### src/rtl/deck_memory.sv
// deck_memory: 52-entry card store with rebuild FSM and unused-card count.
// Serves combinational reads and used-flag writes from card_draw.
module deck_memory #(
    parameter int NUM_CARDS = 52,
    parameter int NUM_RANKS = 13
) (
    input  logic       clk,
    input  logic       rst,
    input  logic [5:0] deck_addr,
    input  logic       deck_read_en,
    input  logic       deck_write_en,
    input  logic [6:0] deck_write_data,
    output logic [6:0] deck_read_data,
    input  logic       collect_req,
    output logic       deck_ready,
    output logic [5:0] cards_left,
    output logic       deck_empty
);
    typedef enum logic {S_INIT, S_READY} state_t;

    localparam logic [5:0] LAST_IDX  = 6'(NUM_CARDS - 1);
    localparam logic [5:0] FULL      = 6'(NUM_CARDS);
    localparam logic [3:0] TOP_RANK  = 4'(NUM_RANKS);
    localparam logic [6:0] USED_WORD = 7'h10;

    state_t     r_state;
    state_t     w_next;
    logic [5:0] r_idx;
    logic [1:0] r_suit;
    logic [3:0] r_rank;
    logic [5:0] r_cards_left;
    logic [6:0] r_mem [NUM_CARDS];

    logic       w_addr_ok;
    logic [5:0] w_ram_addr;
    logic [6:0] w_cur_word;
    logic       w_build_we;
    logic       w_ext_we;
    logic       w_restart;
    logic       w_old_used;
    logic       w_new_used;
    logic       w_unused;

    // Reads are always live, so the read qualifier carries no function.
    assign w_unused   = deck_read_en;
    assign w_addr_ok  = deck_addr < FULL;
    assign w_ram_addr = w_addr_ok ? deck_addr : 6'd0;
    assign w_cur_word = r_mem[w_ram_addr];
    assign w_old_used = w_cur_word[4];
    assign w_new_used = deck_write_data[4];
    assign w_restart  = (r_state == S_READY) && collect_req;

    always_comb begin
        w_next     = r_state;
        w_build_we = 1'b0;
        w_ext_we   = 1'b0;
        unique case (r_state)
            S_INIT: begin
                w_build_we = 1'b1;
                if (r_idx == LAST_IDX)
                    w_next = S_READY;
            end
            S_READY: begin
                if (collect_req)
                    w_next = S_INIT;
                else
                    w_ext_we = deck_write_en && w_addr_ok;
            end
        endcase
    end

    always_ff @(posedge clk) begin
        if (rst)
            r_state <= S_INIT;
        else
            r_state <= w_next;
    end

    // Suit and rank step alongside idx so no divider is needed.
    always_ff @(posedge clk) begin
        if (rst || w_restart || (w_build_we && r_idx == LAST_IDX)) begin
            r_idx  <= 6'd0;
            r_suit <= 2'd0;
            r_rank <= 4'd1;
        end else if (w_build_we) begin
            r_idx <= r_idx + 6'd1;
            if (r_rank == TOP_RANK) begin
                r_rank <= 4'd1;
                r_suit <= r_suit + 2'd1;
            end else begin
                r_rank <= r_rank + 4'd1;
            end
        end
    end

    always_ff @(posedge clk) begin
        if (!rst) begin
            if (w_build_we)
                r_mem[r_idx] <= {r_suit, 1'b0, r_rank};
            else if (w_ext_we)
                r_mem[w_ram_addr] <= deck_write_data;
        end
    end

    always_ff @(posedge clk) begin
        if (rst || w_restart) begin
            r_cards_left <= 6'd0;
        end else if (w_build_we) begin
            r_cards_left <= (r_idx == LAST_IDX) ? FULL : 6'd0;
        end else if (w_ext_we) begin
            if (!w_old_used && w_new_used && r_cards_left != 6'd0)
                r_cards_left <= r_cards_left - 6'd1;
            else if (w_old_used && !w_new_used && r_cards_left != FULL)
                r_cards_left <= r_cards_left + 6'd1;
        end
    end

    assign deck_ready     = (r_state == S_READY);
    assign cards_left     = r_cards_left;
    assign deck_empty     = deck_ready && (r_cards_left == 6'd0);
    assign deck_read_data = (deck_ready && w_addr_ok) ? w_cur_word : USED_WORD;
endmodule

### config.mk
export PLATFORM = sky130hd
export DESIGN_NAME = deck_memory
export DESIGN_NICKNAME = d
export VERILOG_FILES = /design/src/rtl/deck_memory.sv
export SDC_FILE = /design/constraint.sdc
export NUM_CORES = 1
export LEC_CHECK = 0
export ABC_AREA = 1
export CAP_MARGIN = 40
export CORE_UTILIZATION = 35
export CTS_CLUSTER_DIAMETER = 50
export DETAILED_ROUTE_END_ITERATION = 16
export PLACE_DENSITY = 0.47
export SLEW_MARGIN = 0
export SYNTH_ARGS = -nofsm -noshare
export SYNTH_HDL_FRONTEND = slang
export SYNTH_SLANG_ARGS = --single-unit
### constraint.sdc
create_clock -name clk -period 6.34 [get_ports clk]
set_input_delay 0.951 -clock clk [delete_from_list [all_inputs] [get_ports clk]]
set_output_delay 0.951 -clock clk [all_outputs]
set_load 0.02 [all_outputs]
==> results.ini, run 1 <==
[clock_tree]
htreeDepth = 2
cts_resized = 0
clock_sinks = 383
holdBufCountCts = 0
cts-buffers-inserted = 45
cts_tree = built
clockBufferDepth = 3
cts_setup_buffers = 0
cts_root_buffer = clkbuf_16
clock_latency_ps = 570
clk_pin_slew_worst_paths_ps = 50

[floorplan]
pin_count = 33
initial_utilization = 0.355
dieArea_sq_mm = 0.0470
std_cell_rows = 78
die_y_um = 217
fp.dieW_um = 217
core-area_sq_mm = 0.0455

[yosys]
yosys_warnings = 0
synth_cells = 1360
synth_top_area_cell = edfxtp_1
synth.avg_cell_area_sq_um = 11.9
syn_area_sq_mm = 0.0162
synth_top_cells_by_count = edfxtp_1, nand2_1, nor2_1, nand3_1, o21ai_0
syn-num-nets = 1381
synthArstFlopShare = 0
synth-xor-area-share = 0.00217
synth_edf_count = 364
synth.top_cells.by_area = edfxtp_1, nand2_1, nor2_1, nand3_1, o21ai_0
synthMuxAreaShare = 0
ys_seq_area_frac = 0.700
synth_fa_ha_area_frac = 0.00232
synth_top_family_by_area = simple AND/OR/NAND/NOR gates
yosysMostFrequentCell = edfxtp_1
synth-compound-area-share = 0.105
yosys.area_share.simple = 0.154
synth-seq-cells = 383
netlist-cell-type-count = 48
synth_top_cell_area_share = 0.676
synth_flop_cell = edfxtp_1

[critical_path]
path_buf_inv = 5
r2r_start = deck_ready
criticalPathCategory = in2out
worstSetupStartpointType = primary input
cp.arrival_ps = 4670
critPathMaxFanout = 54
timing.critical_path.slowest_cell_delay_ps = 680
crit_path_end_kind = output pin
crit_family = buffers and inverters
rrSetupSlack_ps = 2080
slowest_stage = clkdlybuf4s50_1
path_cells = clkdlybuf4s50_1 -> inv_2 -> nand2_1 -> nand2_4 -> nand2_4 -> clkinv_2 -> buf_12 -> nand2_1 -> nand3_1 -> nand3_1 -> o311ai_0 -> a21oi_1 -> a21oi_1 -> o21ai_0 -> a31oi_1 -> clkdlybuf4s50_1
r2r-end = r_mem[30][6]
critPathRequiredTime_ps = 5390
reg2reg_depth = 9

[global_route]
grt_max_degree = 87
grt_pass1_vias = 10200
grt_pass1_wl_um = 66200
grt_usage = 0.191
grt_overflow = 0
antenna_found_initial = 0

[routing]
wl_per_cell_um = 21.9
drc_errors = 0
dr.first_iter.drc_count = 749
vias = 10500
viasPerCell = 5.18
ant_nets = 0
wl_um = 44300
drtPass1Iterations = 5

[cells_and_area]
drive_gt1_frac = 0.117
syn_to_final_growth_pct = 15.1
fin_area_sq_mm = 0.0186
num_antenna_cells = 0
nets = 1406

[sta]
relSlewSlack = 0.415
fin_tns_setup_ps = 0
setup_violations = 0
timing.fmax_mhz = 178
period_share = 0.887
finalCriticalPeriod_ps = 5620
worst_slew_pin_slew_ps = 877
drv_slew = 0
rsz0062_at_grt = no
skew_ps = 14.4
finalHoldViolations = 0

[worst_hold_path]
hold_depth = 1
hold_path.class = reg2reg
min_from = r_suit[1]
hold_path_end = r_suit[1]

[power_and_ir_drop]
power_leakage_nw = 6.42
ir_drop_mv = 0.188
power_density_mw_per_mm2 = 304
power.total_mw = 5.65

[placement]
place_area_sq_mm = 0.0172
port_buffers = 31
routabilityCongestion = 0.788
hpwl_um = 26000

[run]
drv_cap = 0

[outcome]
outcome = complete, no violations

-- layout make-up --
| type | instances | area (sq um) |
|---|---|---|
| timing repair buffer | 55 | 551 |
| inverter | 65 | 245 |
| multi-input combinational | 835 | 4330 |
| tap | 600 | 751 |
| sequential | 383 | 11300 |
| fill | 4320 | 26900 |
| clock buffer | 56 | 1210 |
| clock inverter | 26 | 199 |
-- metrics by stage --
step,utilization,hold WS [ps],worst slack (ps),instances
after floorplan,-,450,1560,1360
after global placement,0.378,475,638,1938
after detailed placement,0.378,484,640,1938
after CTS,0.409,497,627,2020
after global routing,0.409,519,501,2020
final,0.409,493,715,2020
-- worst reg2reg max path: stages, from the launching register on --
cell and delay (ps):
dfxtp_1 470, inv_1 390, nor2_1 170, nand2_2 230, clkinv_1 590, o21ai_0 530
inv_1 100, nor2_1 150, nand2_1 420, nor2_1 830
-- state kept, by name (all words and copies together) (netlist names) --
signal      count
r_suit          2
r_rank          4
cards_left      6
r_idx           6
deck_ready      1
r_mem         364
-- worst max-delay path by stage --
stage                             from  cells past startpoint  slack [ps]                 to
after floorplan           deck_addr[3]                     11        1560        r_mem[0][6]
after global placement    deck_addr[2]                     14         640  deck_read_data[5]
after detailed placement  deck_addr[5]                     14         640  deck_read_data[5]
after CTS                 deck_addr[5]                     14         630  deck_read_data[5]
after global routing      deck_addr[2]                     14         500  deck_read_data[5]
final                     deck_addr[2]                     16         720  deck_read_data[6]
-- per-layer routing --
layer / global-route usage / vias to the layer above / wire length, um
met1: 0.257 / 5149 / 20100
met5: 0 / - / 0
met2: 0.315 / 233 / 21300
met4: 0.0681 / 0 / 1220
li1: - / 5010 / -
met3: 0.0253 / 76 / 1730
-- cell usage in the layout (no fill, tap or decap), drive strengths merged, types with 2 or more instances in the layout --
cell	count
a21oi	69
a221oi	20
a31oi	7
a32o	5
buf	25
bufinv	2
clkbuf	56
clkdlybuf4s50	30
clkinv	20
clkinvlp	7
dfxtp	19
edfxtp	364
ha	3
inv	62
nand2	248
nand3	93
nand3b	9
nand4	5
nor2	167
nor3	29
o2111ai	3
o211ai	21
o21ai	87
o221a	20
o311ai	16
o31ai	6
or2	16
xor2	3
-- report_power, final --
| part | internal, mW | switching (mW) |
|---|---|---|
| clock | 1.44 | 1.03 |
| combinational | 0.108 | 0.279 |
| sequential | 2.78 | 0.00609 |
-- cell families after synthesis --
family / count (synthesis)
xor gates and xnor gates: 4
adders and majority gates: 3
buffers and inverters: 142
and+or+nand+nor: 569
AOI/OAI and AO/OA: 259
DFF: 383
(Power assumes the default switching activity.)
==> inputs of run 2 (changes only) <==
--- a/config.mk
+++ b/config.mk
@@ -8,9 +8,9 @@
 export ABC_AREA = 1
 export CAP_MARGIN = 40
-export CORE_UTILIZATION = 35
+export CORE_UTILIZATION = 25
 export CTS_CLUSTER_DIAMETER = 50
 export DETAILED_ROUTE_END_ITERATION = 16
-export PLACE_DENSITY = 0.47
-export SLEW_MARGIN = 0
+export PLACE_DENSITY = 0.36
+export SLEW_MARGIN = 40
 export SYNTH_ARGS = -nofsm -noshare
 export SYNTH_HDL_FRONTEND = slang
==> constraint.sdc (replaced) <==
create_clock -name clk -period 6.34 [get_ports clk]
set_input_delay 0.951 -clock clk [delete_from_list [all_inputs] [get_ports clk]]
set_output_delay 0.951 -clock clk [all_outputs]
set_load 0.05 [all_outputs]
==> run 2 against run 1 <==
Critical path depth decreased by 3. Register-to-register slack improved by 310 ps. Setup slack improved by 280 ps. Die area increased by 40%. Sequential share of layout area decreased by 3.2 points.
==> results.ini, run 2 (same netlist as run 1, synthesis figures left out) <==
[sta]
worst_slew_pin_slew_ps = 801  ; -76.6 ps
rsz0062_at_grt = no
worst_slack_ps = 993  ; +277 ps
relSlewSlack = 0.464  ; +0.0497
setup_violations = 0  ; unchanged
skew_ps = 21.8  ; +7.39 ps
finalHoldViolations = 0  ; unchanged
period_share = 0.843  ; -0.0438
finalCriticalPeriod_ps = 5350  ; -277 ps
timing.fmax_mhz = 187  ; +5.2%
drv_slew = 0  ; unchanged
fin_tns_setup_ps = 0  ; unchanged

[run]
drv_cap = 0  ; unchanged

[clock_tree]
cts_resized = 0  ; unchanged
cts_setup_buffers = 0  ; unchanged
cts-buffers-inserted = 52  ; +16%
clk_pin_slew_worst_paths_ps = 60  ; about the same
holdBufCountCts = 0  ; unchanged
clockBufferDepth = 3  ; unchanged
clock_latency_ps = 590  ; +20 ps
clock_sinks = 383  ; unchanged
htreeDepth = 2  ; unchanged
cts_root_buffer = clkbuf_16
cts_tree = built

[placement]
routabilityCongestion = 0.753  ; -4.5%
port_buffers = 31  ; unchanged
place_inst = 2226  ; +15%
hpwl_um = 30200  ; +16%
place_area_sq_mm = 0.0179  ; +4.4%
preCtsSetupSlack_ps = 908  ; +269 ps

[critical_path]
critPathMaxFanout = 19  ; -65%
crit_path_end_kind = output pin
critPathRequiredTime_ps = 5390  ; about the same
cp.arrival_ps = 4400  ; -270 ps
worstSetupStartpointType = primary input
criticalPathCategory = in2out
reg2reg_depth = 8  ; -1

[cells_and_area]
drive_gt1_frac = 0.156  ; +0.0395
largest_reg_flops = 364  ; unchanged
fin_area_sq_mm = 0.0196  ; +5.6%
nets = 1456  ; +3.6%
regMostFlops = r_mem
mostFrequentLayoutCell = edfxtp_1
syn_to_final_growth_pct = 21.5
fin_cells = 2317  ; +15%
num_antenna_cells = 0  ; unchanged
final_cell_mix = edfxtp_1, nand2_1, nor2_1

[routing]
wl_um = 49700  ; +12%
wl_per_cell_um = 21.4  ; -2.3%
ant_nets = 0  ; unchanged
drtPass1Iterations = 7  ; +2
vias = 10600  ; +1.7%
viasPerCell = 4.60  ; -11%
dr.first_iter.drc_count = 625  ; -17%
drc_errors = 0  ; unchanged

[floorplan]
initial_utilization = 0.255  ; -0.101
std_cell_rows = 92  ; +18%
pin_count = 33  ; unchanged
die_y_um = 256  ; +18%
core-area_sq_mm = 0.0634  ; +39%
dieArea_sq_mm = 0.0657  ; +40%
fp.dieW_um = 256  ; +18%

[global_route]
grt_pass1_vias = 10600  ; +3.7%
antenna_found_initial = 0  ; unchanged
grt_pass1_wl_um = 72600  ; +9.6%
grt_max_degree = 72  ; -17%
grt_usage = 0.151  ; -0.0401
grt_overflow = 0  ; unchanged

[worst_hold_path]
hold_path.class = reg2reg
hold_depth = 1  ; unchanged

[outcome]
outcome = complete, no violations

[power_and_ir_drop]
ir_drop_mv = 0.135  ; -28%
power.total_mw = 6.09  ; +7.8%
power_leakage_nw = 6.84  ; +6.6%
power_density_mw_per_mm2 = 310  ; +2.2%

## run 2: changes by cell type in the layout (fill, tap and decap cells not counted), moves of 2 or more
cell	delta
nor2_2	+2
clkinv_1	-2
clkdlybuf4s50_1	-7
bufinv_16	+4
clkbuf_16	+6
inv_6	+5
clkbuf_1	-2
buf_8	+2
buf_12	+9
buf_4	+37
clkinvlp_4	-3
nor2_1	-2
## run 2: worst max-delay path, stage by stage
cell	delay [ps]
clkdlybuf4s50_1	560
nand2_2	100
inv_2	90
nand2_4	160
nand2_4	240
buf_4	280
a221oi_1	120
o311ai_0	720
a21oi_1	210
a21oi_1	180
o21ai_0	100
a31oi_1	460
buf_12	210
## run 2: path summary, 6_finish.rpt
path	start	to	slack, ps
hold / removal	r_suit[1]	r_suit[1]	490
hold reg to reg	r_suit[1]	r_suit[1]	490
setup reg to reg	deck_ready	r_mem[16][4]	2390
setup / recovery	deck_addr[5]	deck_read_data[6]	990
## run 2: report_power, final
part | switching (mW) | internal (mW)
combinational | 0.299 | 0.118
sequential | 0.00614 | 2.78
clock | 1.12 | 1.77
total | 1.42 | 4.67
## run 2: through the flow
stage,hold slack (ps),utilization
2_1_floorplan,450,-
4_1_cts,490,0.309
3_5_place_dp,477,0.283
5_1_grt,522,0.309
6_report,485,0.309
3_3_place_gp,480,0.282
## run 2: cell type report
type                       instances  area, sq um
tap                              846         1060
multi-input combinational        835         4330
inverter                          65          245
timing repair buffer              98         1000
clock buffer                      60         1350
clock inverter                    30          329
sequential                       383        11300
fill                            6406        43800
## run 2: layer usage
layer	share of wire	global-route usage
met5	0	0
met4	0.018	0.0441
met3	0.037	0.0227
met2	0.48	0.251
met1	0.46	0.201
